File: config.mk
export PLATFORM = sky130hd
export DESIGN_NAME = ecc_slope_calc
export DESIGN_NICKNAME = d
export VERILOG_FILES = /design/src/rtl/ecc_pkg.sv /design/src/rtl/mod_mul_serial.sv /design/src/rtl/ecc_slope_calc.sv
export SDC_FILE = /design/constraint.sdc
export NUM_CORES = 2
export LEC_CHECK = 0
export ABC_AREA = 0
export ABC_CLOCK_PERIOD_IN_PS = 9200
export CAP_MARGIN = 5
export CELL_PAD_IN_SITES_DETAIL_PLACEMENT = 0
export CELL_PAD_IN_SITES_GLOBAL_PLACEMENT = 1
export CORE_ASPECT_RATIO = 0.5
export CORE_MARGIN = 2
export CORE_UTILIZATION = 38
export DETAILED_ROUTE_END_ITERATION = 12
export PLACE_DENSITY_LB_ADDON = 0.1
export SLEW_MARGIN = 30
export SYNTH_ARGS = -nofsm -noshare
export SYNTH_HDL_FRONTEND = slang
export SYNTH_SLANG_ARGS = --single-unit
File: constraint.sdc
create_clock -name clk -period 9.2 [get_ports clk]
set_input_delay 1.38 -clock clk [delete_from_list [all_inputs] [get_ports clk]]
set_output_delay 1.38 -clock clk [all_outputs]
set_load 0.02 [all_outputs]
File: src/rtl/ecc_pkg.sv
// Shared ECC field helpers: default prime, slope-stage state encoding and
// 65-bit conditional-correct modular add/sub.
package ecc_pkg;

    localparam logic [63:0] P_DEFAULT = 64'hFFFF_FFFF_FFFF_FFC5;

    typedef enum logic [2:0] {
        StIdle,
        StSub,
        StInvReq,
        StInvWait,
        StMul,
        StDone
    } slope_state_e;

    // Operands must already be reduced below p.
    function automatic logic [63:0] mod_add(input logic [63:0] a, input logic [63:0] b,
                                            input logic [63:0] p);
        logic [64:0] s;
        s = {1'b0, a} + {1'b0, b};
        if (s >= {1'b0, p}) begin
            s = s - {1'b0, p};
        end
        return s[63:0];
    endfunction

    function automatic logic [63:0] mod_sub(input logic [63:0] a, input logic [63:0] b,
                                            input logic [63:0] p);
        logic [64:0] d;
        d = {1'b0, a} - {1'b0, b};
        if (a < b) begin
            d = d + {1'b0, p};
        end
        return d[63:0];
    endfunction

endpackage

File: src/rtl/mod_mul_serial.sv
// 64-cycle MSB-first interleaved modular multiplier: product = a * b mod P.
// The first iteration (bit 63) happens on the accepting edge; done pulses with the final product.
module mod_mul_serial
    import ecc_pkg::*;
#(
    parameter logic [63:0] P = P_DEFAULT
) (
    input  logic        clk,
    input  logic        rst_n,
    input  logic        go,
    input  logic [63:0] a,
    input  logic [63:0] b,
    output logic        busy,
    output logic        done,
    output logic [63:0] product
);

    logic        run_q;
    logic        done_q;
    logic [5:0]  cnt_q;
    logic [63:0] a_q;
    logic [63:0] b_q;
    logic [63:0] acc_q;

    logic        accept;
    logic        bit_sel;
    logic [63:0] acc_src;
    logic [63:0] addend;
    logic [63:0] acc_dbl;
    logic [63:0] acc_nxt;

    assign accept = go & ~run_q;

    // Accepting edge works straight off the input operands with a cleared accumulator.
    always_comb begin
        acc_src = accept ? 64'd0 : acc_q;
        addend  = accept ? a : a_q;
        bit_sel = accept ? b[63] : b_q[cnt_q];
        acc_dbl = mod_add(acc_src, acc_src, P);
        acc_nxt = bit_sel ? mod_add(acc_dbl, addend, P) : acc_dbl;
    end

    always_ff @(posedge clk or negedge rst_n) begin
        if (!rst_n) begin
            run_q  <= 1'b0;
            done_q <= 1'b0;
            cnt_q  <= 6'd0;
            a_q    <= 64'd0;
            b_q    <= 64'd0;
            acc_q  <= 64'd0;
        end else begin
            done_q <= run_q && (cnt_q == 6'd0);
            if (accept) begin
                a_q   <= a;
                b_q   <= b;
                acc_q <= acc_nxt;
                cnt_q <= 6'd62;
                run_q <= 1'b1;
            end else if (run_q) begin
                acc_q <= acc_nxt;
                cnt_q <= cnt_q - 6'd1;
                if (cnt_q == 6'd0) begin
                    run_q <= 1'b0;
                end
            end
        end
    end

    assign busy    = run_q;
    assign done    = done_q;
    assign product = acc_q;

endmodule

File: src/rtl/ecc_slope_calc.sv
// Point-add slope lambda = (y2 - y1) / (x2 - x1) mod P around an external ALU_INV.
// Optional inverter watchdog enabled by defining ECC_SLOPE_TIMEOUT_EN.
module ecc_slope_calc
    import ecc_pkg::*;
#(
    parameter logic [63:0] P       = P_DEFAULT,
    parameter int unsigned TIMEOUT = 4096
) (
    input  logic        clk,
    input  logic        rst_n,
    input  logic        start,
    input  logic [63:0] x1,
    input  logic [63:0] y1,
    input  logic [63:0] x2,
    input  logic [63:0] y2,
    output logic        inv_enable,
    output logic [63:0] inv_t,
    input  logic [63:0] inv_result,
    input  logic        inv_done,
    output logic [63:0] lambda,
    output logic        done,
    output logic        busy,
    output logic        err
);

    slope_state_e state_q, state_d;

    logic [63:0] x1_q, y1_q, x2_q, y2_q;
    logic [63:0] num_q;
    logic [63:0] inv_t_q;
    logic [63:0] lambda_q;
    logic        err_q;

    logic [63:0] num_c;
    logic [63:0] den_c;
    logic        mul_go;
    logic        mul_done;
    logic [63:0] mul_product;
    logic        unused_mul_busy;

    assign num_c = mod_sub(y2_q, y1_q, P);
    assign den_c = mod_sub(x2_q, x1_q, P);

`ifdef ECC_SLOPE_TIMEOUT_EN
    localparam logic [12:0] TmoLast = 13'(TIMEOUT - 1);

    logic [12:0] tmo_cnt_q;
    logic        tmo_hit;

    assign tmo_hit = (state_q == StInvWait) && !inv_done && (tmo_cnt_q == TmoLast);

    always_ff @(posedge clk or negedge rst_n) begin
        if (!rst_n) begin
            tmo_cnt_q <= 13'd0;
        end else if (state_q == StInvReq) begin
            tmo_cnt_q <= 13'd0;
        end else if (state_q == StInvWait) begin
            tmo_cnt_q <= tmo_cnt_q + 13'd1;
        end
    end
`else
    logic tmo_hit;
    logic unused_timeout;

    assign tmo_hit        = 1'b0;
    assign unused_timeout = ^TIMEOUT;
`endif

    always_comb begin
        state_d = state_q;
        mul_go  = 1'b0;
        case (state_q)
            StIdle: begin
                if (start) begin
                    state_d = StSub;
                end
            end
            StSub: begin
                state_d = (den_c == 64'd0) ? StDone : StInvReq;
            end
            StInvReq: begin
                state_d = StInvWait;
            end
            StInvWait: begin
                if (inv_done) begin
                    mul_go  = 1'b1;
                    state_d = StMul;
                end else if (tmo_hit) begin
                    state_d = StDone;
                end
            end
            StMul: begin
                if (mul_done) begin
                    state_d = StDone;
                end
            end
            StDone: begin
                state_d = StIdle;
            end
            default: begin
                state_d = StIdle;
            end
        endcase
    end

    always_ff @(posedge clk or negedge rst_n) begin
        if (!rst_n) begin
            state_q <= StIdle;
        end else begin
            state_q <= state_d;
        end
    end

    always_ff @(posedge clk or negedge rst_n) begin
        if (!rst_n) begin
            x1_q     <= 64'd0;
            y1_q     <= 64'd0;
            x2_q     <= 64'd0;
            y2_q     <= 64'd0;
            num_q    <= 64'd0;
            inv_t_q  <= 64'd0;
            lambda_q <= 64'd0;
            err_q    <= 1'b0;
        end else begin
            if (state_q == StIdle && start) begin
                x1_q <= x1;
                y1_q <= y1;
                x2_q <= x2;
                y2_q <= y2;
            end
            if (state_q == StSub) begin
                num_q   <= num_c;
                inv_t_q <= den_c;
                // Vertical line: no finite slope, skip the inverter entirely.
                if (den_c == 64'd0) begin
                    lambda_q <= 64'd0;
                    err_q    <= 1'b1;
                end
            end
            if (state_q == StMul && mul_done) begin
                lambda_q <= mul_product;
                err_q    <= 1'b0;
            end
            if (tmo_hit) begin
                lambda_q <= 64'd0;
                err_q    <= 1'b1;
            end
        end
    end

    mod_mul_serial #(
        .P(P)
    ) u_mul (
        .clk    (clk),
        .rst_n  (rst_n),
        .go     (mul_go),
        .a      (num_q),
        .b      (inv_result),
        .busy   (unused_mul_busy),
        .done   (mul_done),
        .product(mul_product)
    );

    assign inv_enable = (state_q == StInvReq);
    assign inv_t      = inv_t_q;
    assign lambda     = lambda_q;
    assign err        = err_q;
    assign done       = (state_q == StDone);
    assign busy       = (state_q != StIdle);

endmodule

Word level (Yosys, flattened, before mapping)
Cells that the tools add are included.
Cells by class
  reductions and logical operators: 12
  muxes and demuxes: 30
  bitwise gates (word level): 2
  equal/unequal tests: 8
  magnitude comparators: 5
  add/subtract/negate cells: 9
Operator list (number)
  64-bit two-way mux: 12
  64-bit by 64-bit adder with 65-bit output: 2
  65-bit by 64-bit >= comparator with 1-bit output, second input constant: 2
  64-bit adder, second input constant: 2
  64-bit < comparator: 2
  64-bit subtractor: 2
  64-bit subtractor, second input constant: 2
  64-bit zero test: 1
  3-bit case mux with 5 select lines: 1
  3-bit two-way mux: 4
  6-bit two-way mux: 2
  1-bit two-way mux: 10
  6-bit by 7-bit < comparator with 1-bit output, second input constant: 1
  1-bit binary-select mux with 6-bit select: 1
  3-bit by 2-bit equality test with 1-bit output, second input constant: 2
  3-bit equality test, second input constant: 2
  6-bit zero test: 1
  2-bit nonzero test: 3
  6-bit by 1-bit subtractor with 6-bit output, second input constant: 1
  2-bit inequality test, second input constant: 2
  3-bit by 1-bit equality test with 1-bit output, second input constant: 1
  1-bit logical AND: 3
  3-bit zero test: 1
  3-bit AND reduction: 1
  5 further kinds: 5
Word-level totals
  input bits: 324
  register bits: 652

Longest topological paths before layout
  depth after elaboration: 13
  mapped depth: 38
  depth with buffers taken out: 33

Modules after synthesis
A second synthesis with hierarchy kept.
Unflattened totals
  cell total of the unflattened synthesis: 5734
  area, all modules: 47177.7 um^2
Modules (own cells, without submodules)
  ecc_slope_calc: area each 29953.7 um^2, instances 1, sequential area each 11310.8 um^2, cells each 3472
  mod_mul_serial: area each 17224.0 um^2, instances 1, sequential area each 5004.8 um^2, cells each 2262

Worst setup path before layout
OpenSTA, ideal clock, no wires.
  path kind: input to register
  from: input port inv_done
  to: register u_mul.acc_q[30], in the netlist u_mul.product[30]
  setup time: 142 ps
  cell stages on the path: 35
  path slack: -138 ps
  arrival: 9195 ps
  cells stage by stage: nand4b_1 -> nand2b_1 -> clkbuf_1 -> and2_1 -> ha_1 -> or4_1 -> o2111ai_1 -> or4_1 -> or3_1 -> a211oi_1 -> nor3b_1 -> and4_1 -> nand2_1 -> nor3_1 -> and3_1 -> nand3_1 -> xor2_1 -> nor2_1 -> ha_1 -> clkbuf_1 -> a21o_1 -> a22oi_1 -> a21boi_0 -> o21ai_0 -> nand2b_1 -> a21oi_1 -> mux2_2 -> a211oi_1 -> nand4_1 -> nor4_1 -> a21oi_1 -> clkbuf_1 -> nor3_1 -> mux2i_1 -> o221ai_1
Between the ends
  cells in the longest elaborated chain, start to end: 13
  elaborated cells between the ends (all ways): 18
  classes of those cells: add/sub: 4; order compare: 2; mux: 10; bitwise: 1; reduce/logical: 1
Ends and longest elaborated chain
  start, declared: line ecc_slope_calc.sv:19  | input logic inv_done,
  1-bit two-way mux *: line ecc_slope_calc.sv:85  | if (inv_done) begin
  1-bit two-way mux *: line ecc_slope_calc.sv:72  | case (state_q)
  1-bit bitwise AND *: line mod_mul_serial.sv:32  | assign accept = go & ~run_q;
  64-bit two-way mux: line mod_mul_serial.sv:36  | acc_src = accept ? 64'd0 : acc_q;
  64-bit by 64-bit adder with 65-bit output: line ecc_pkg.sv:20  | s = {1'b0, a} + {1'b0, b};
  64-bit subtractor or 65-bit by 64-bit >= comparator with 1-bit output (tied branches): line ecc_pkg.sv:22, ecc_pkg.sv:21
  64-bit two-way mux: line ecc_pkg.sv:21  | if (s >= {1'b0, p}) begin
  64-bit by 64-bit adder with 65-bit output: line ecc_pkg.sv:20
  64-bit subtractor or 65-bit by 64-bit >= comparator with 1-bit output (tied branches): line ecc_pkg.sv:22, ecc_pkg.sv:21
  64-bit two-way mux: line ecc_pkg.sv:21
  64-bit two-way mux: line mod_mul_serial.sv:40  | acc_nxt = bit_sel ? mod_add(acc_dbl, addend, P) : acc_dbl;
  64-bit two-way mux: line mod_mul_serial.sv:59  | end else if (run_q) begin
  64-bit two-way mux: line mod_mul_serial.sv:53  | if (accept) begin
  end signal, assigned: line mod_mul_serial.sv:56  | acc_q <= acc_nxt;
  end signal, assigned: line mod_mul_serial.sv:60  | acc_q <= acc_nxt;
  end, declared: line mod_mul_serial.sv:23  | logic [63:0] acc_q;
Every way passes the cells marked *; elsewhere a longest branch is shown, timed or not. The select of a mux whose other input is x is not followed.
A chain may end at the register's enable or synchronous reset.

Worst setup path after layout
  from: input port inv_done
  to: register u_mul.acc_q[35], in the netlist u_mul.product[35]
Same word-level chain as after synthesis.

==> impl_metrics.ini <==
[critical_path]
crit_path_end_kind = flop
startpoint = inv_done
reg2reg_from = state_q[1]
required_ns = 9.75
cpPeakStageDelay_ns = 0.55
path_class = input pin to flop
cp.arrival_ns = 9.37
cp_max_fo = 18
cp-start-kind = input pin
slowest_stage = or4_1

[drt]
drtIter0Drc = 3338
drc = 0
wl_per_cell_um = 21.1
totalWireLength_mm = 164
ant_nets = 0
vias = 42800
drt_first_pass_iters = 6
vias_per_cell = 5.52

[flow_run]
cap_violations = 0

[finish]
drive_gt1_share_pct = 13.1
nets = 6631
fill_cells = 11600
regArea_um2 = 16300
multi_input_area_um2 = 27300
syn_to_final_growth_pct = 25.1

[global_route]
antenna_found_initial = 10
met1_usage_pct = 35.9
global_route.usage.met2_pct = 42.0
top_usage_layer = met2
grt_use_total_pct = 26.2
grt_max_degree = 229
grt_overflow = 0
grt_use_met3_pct = 4.84
grt_first_pass_wirelength_mm = 248
grt_pass1_vias = 41500

[floorplan]
dieArea_um2 = 122000
core_um2 = 118000
start_util_pct = 38.4
num_rows = 89
die_x_um = 493
io_pins = 456
chipHeight_um = 248

[yosys]
synth.cell_area_um2 = 45300
netlist_instances = 5446
ys_types = 102
avgSynthCellArea_um2 = 8.33
ys_ff_latch = 652
syn_nets = 5971
yosysWarnings = 0
synth-async-reset-ratio_pct = 100
synth-main-ff-cell = dfrtp_1
synth_edf_count = 0
ys_seq_area_share_pct = 36.0

[sta]
setup_violations = 0
drv_slew = 0
hold_violations = 0
max_freq_mhz = 113
worst_pin_slew_ns = 1.02
post-route-min-period_ns = 8.82
final.period_utilization_pct = 95.8
tns_ns = 0
relSlewSlack_pct = 31.1
finalClockSkew_ns = 0.0277

[clock_network]
ctsHtreeMaxLevel = 3
cts_num_sinks = 652
cts_tree = done
cts_hold_buf = 0
clk_latency_ns = 0.69
cts-root-buf = clkbuf_16
cts.path.max_buffers = 3
cts_buffers = 70
clkSlewWorstSetupHoldPaths_ns = 0.06

[worst_hold_path]
holdCritStartpoint = u_mul.b_q[18]
hold_class = flop to flop

[placed_design]
gp_congestion = 0.972
io_buffers = 455
dp_hpwl_mm = 129

[status]
status = finished, final reports clean
final timing paths:
| path | end | slack [ns] | depth (start not counted) |
|---|---|---|---|
| worst min register to register | u_mul.b_q[18] | 0.47 | 2 |
| worst max-delay path | u_mul.product[35] | 0.38 | 32 |
| max in group asynchronous | x1_q[57] | 6.53 | 3 |
| worst max register to register | u_mul.product[35] | 0.99 | 31 |
| worst min-delay path | u_mul.b_q[18] | 0.47 | 2 |
| min in group asynchronous | x2_q[8] | 0.73 | 1 |
logic make-up (layout without fill, tap and decap cells):
group / after synthesis / in the layout / synth area share, %
and+or+nand+nor: 2125 / 2125 / 21.9
AOI/OAI and AO/OA: 1381 / 1381 / 19.4
DFF: 652 / 652 / 36.0
buffers and inverters: 510 / 1224 / 4.39
xor gates and xnor gates: 337 / 337 / 6.51
muxes: 240 / 240 / 6.19
adders and majority gates: 201 / 201 / 5.60
other: 0 / 3 / 0
cell usage in the layout (no fill, tap or decap), types with 123 or more instances in the layout:
master           synthesis  final
clkdlybuf4s50_1          0    454
inv_1                  230    230
nor2_1                 356    348
buf_4                    1    397
nand3_1                123    123
xor2_1                 139    139
a21oi_1                273    268
ha_1                   198    198
dfrtp_1                652    652
xnor2_1                198    197
mux2_2                 134    134
nand2_1                982    981
a21o_1                 144    144
nor3_1                 133    130
o21ai_0                456    452
worst max-delay path: cells and delay by family:
family	cells	cell delay, ns
AOI/OAI and AO/OA	12	2.80
xor gates and xnor gates	2	0.39
adders and majority gates	2	0.50
buffers and inverters	5	1.13
and+or+nand+nor	11	3.15
cell usage after synthesis, drive strengths merged (28+ instances only):
library cell	n	area [um^2]
inv	230	863
a31oi	57	369
o21a	49	368
and2	42	263
nor3	137	718
mux2i	86	861
mux2	135	1520
dfrtp	652	16300
nand2b	28	175
xor2	139	1220
clkbuf	248	931
nor2b	28	175
o211ai	31	233
nand4	96	601
ha	198	2480
a211oi	51	393
xnor2	198	1730
nand3	123	616
o21bai	31	233
a21o	144	1080
nor4	55	372
or3	60	375
a21oi	273	1370
buf	31	193
nor2	366	1400
o21ai	472	2370
nand2	982	3690
and3	61	382
routing by layer:
metal | vias up | part of all wire [%]
met4 | 0 | 3.4
met1 | 20700 | 46
met2 | 1118 | 45
li1 | 20700 | -
met3 | 235 | 6.0
met5 | - | 0
per-stage QoR:
stage / std cells / utilization [%] / hold slack (ns) / worst slack [ns] / instance area [um^2]
after global placement: 7621 / 45.8 / 0.455 / -0.501 / 54100
after CTS: 7747 / 47.8 / 0.473 / 0.199 / 56500
after floorplan: 5446 / - / 0.440 / 0.0381 / 45400
after detailed placement: 7621 / 45.8 / 0.457 / -0.459 / 54100
final: 7755 / 48.0 / 0.471 / 0.383 / 56800
after global routing: 7755 / 48.0 / 0.490 / -0.0472 / 56800
cell type report:
cell class / count / share of cell area (%)
Clock buffer: 83 / 3.30
Clock inverter: 43 / 1.00
Inverter: 231 / 1.53
Timing Repair Buffer: 867 / 13.8
Multi-Input combinational cell: 4284 / 48.1
Antenna cell: 3 / 0.0132
Tap cell: 1592 / 3.51
Sequential cell: 652 / 28.7
state kept, by name, summed over array words and instances, names as in the netlist:
register,cells
u_mul.cnt_q,6
u_mul.busy,1
u_mul.b_q,64
state_q,3
u_mul.a_q,64
y1_q,64
y2_q,64
err,1
x1_q,64
u_mul.product,64
inv_t,64
u_mul.done,1
x2_q,64
lambda,64
num_q,64
what timing repair did:
action                                  CTS  global route
gates resized for setup                   0            34
setup buffers                             0             3
endpoints found under the setup margin    0            64
Power is left out: the tool's default activity adds up to more than one toggle a clock period on the data nets, which glitch-free logic cannot reach.
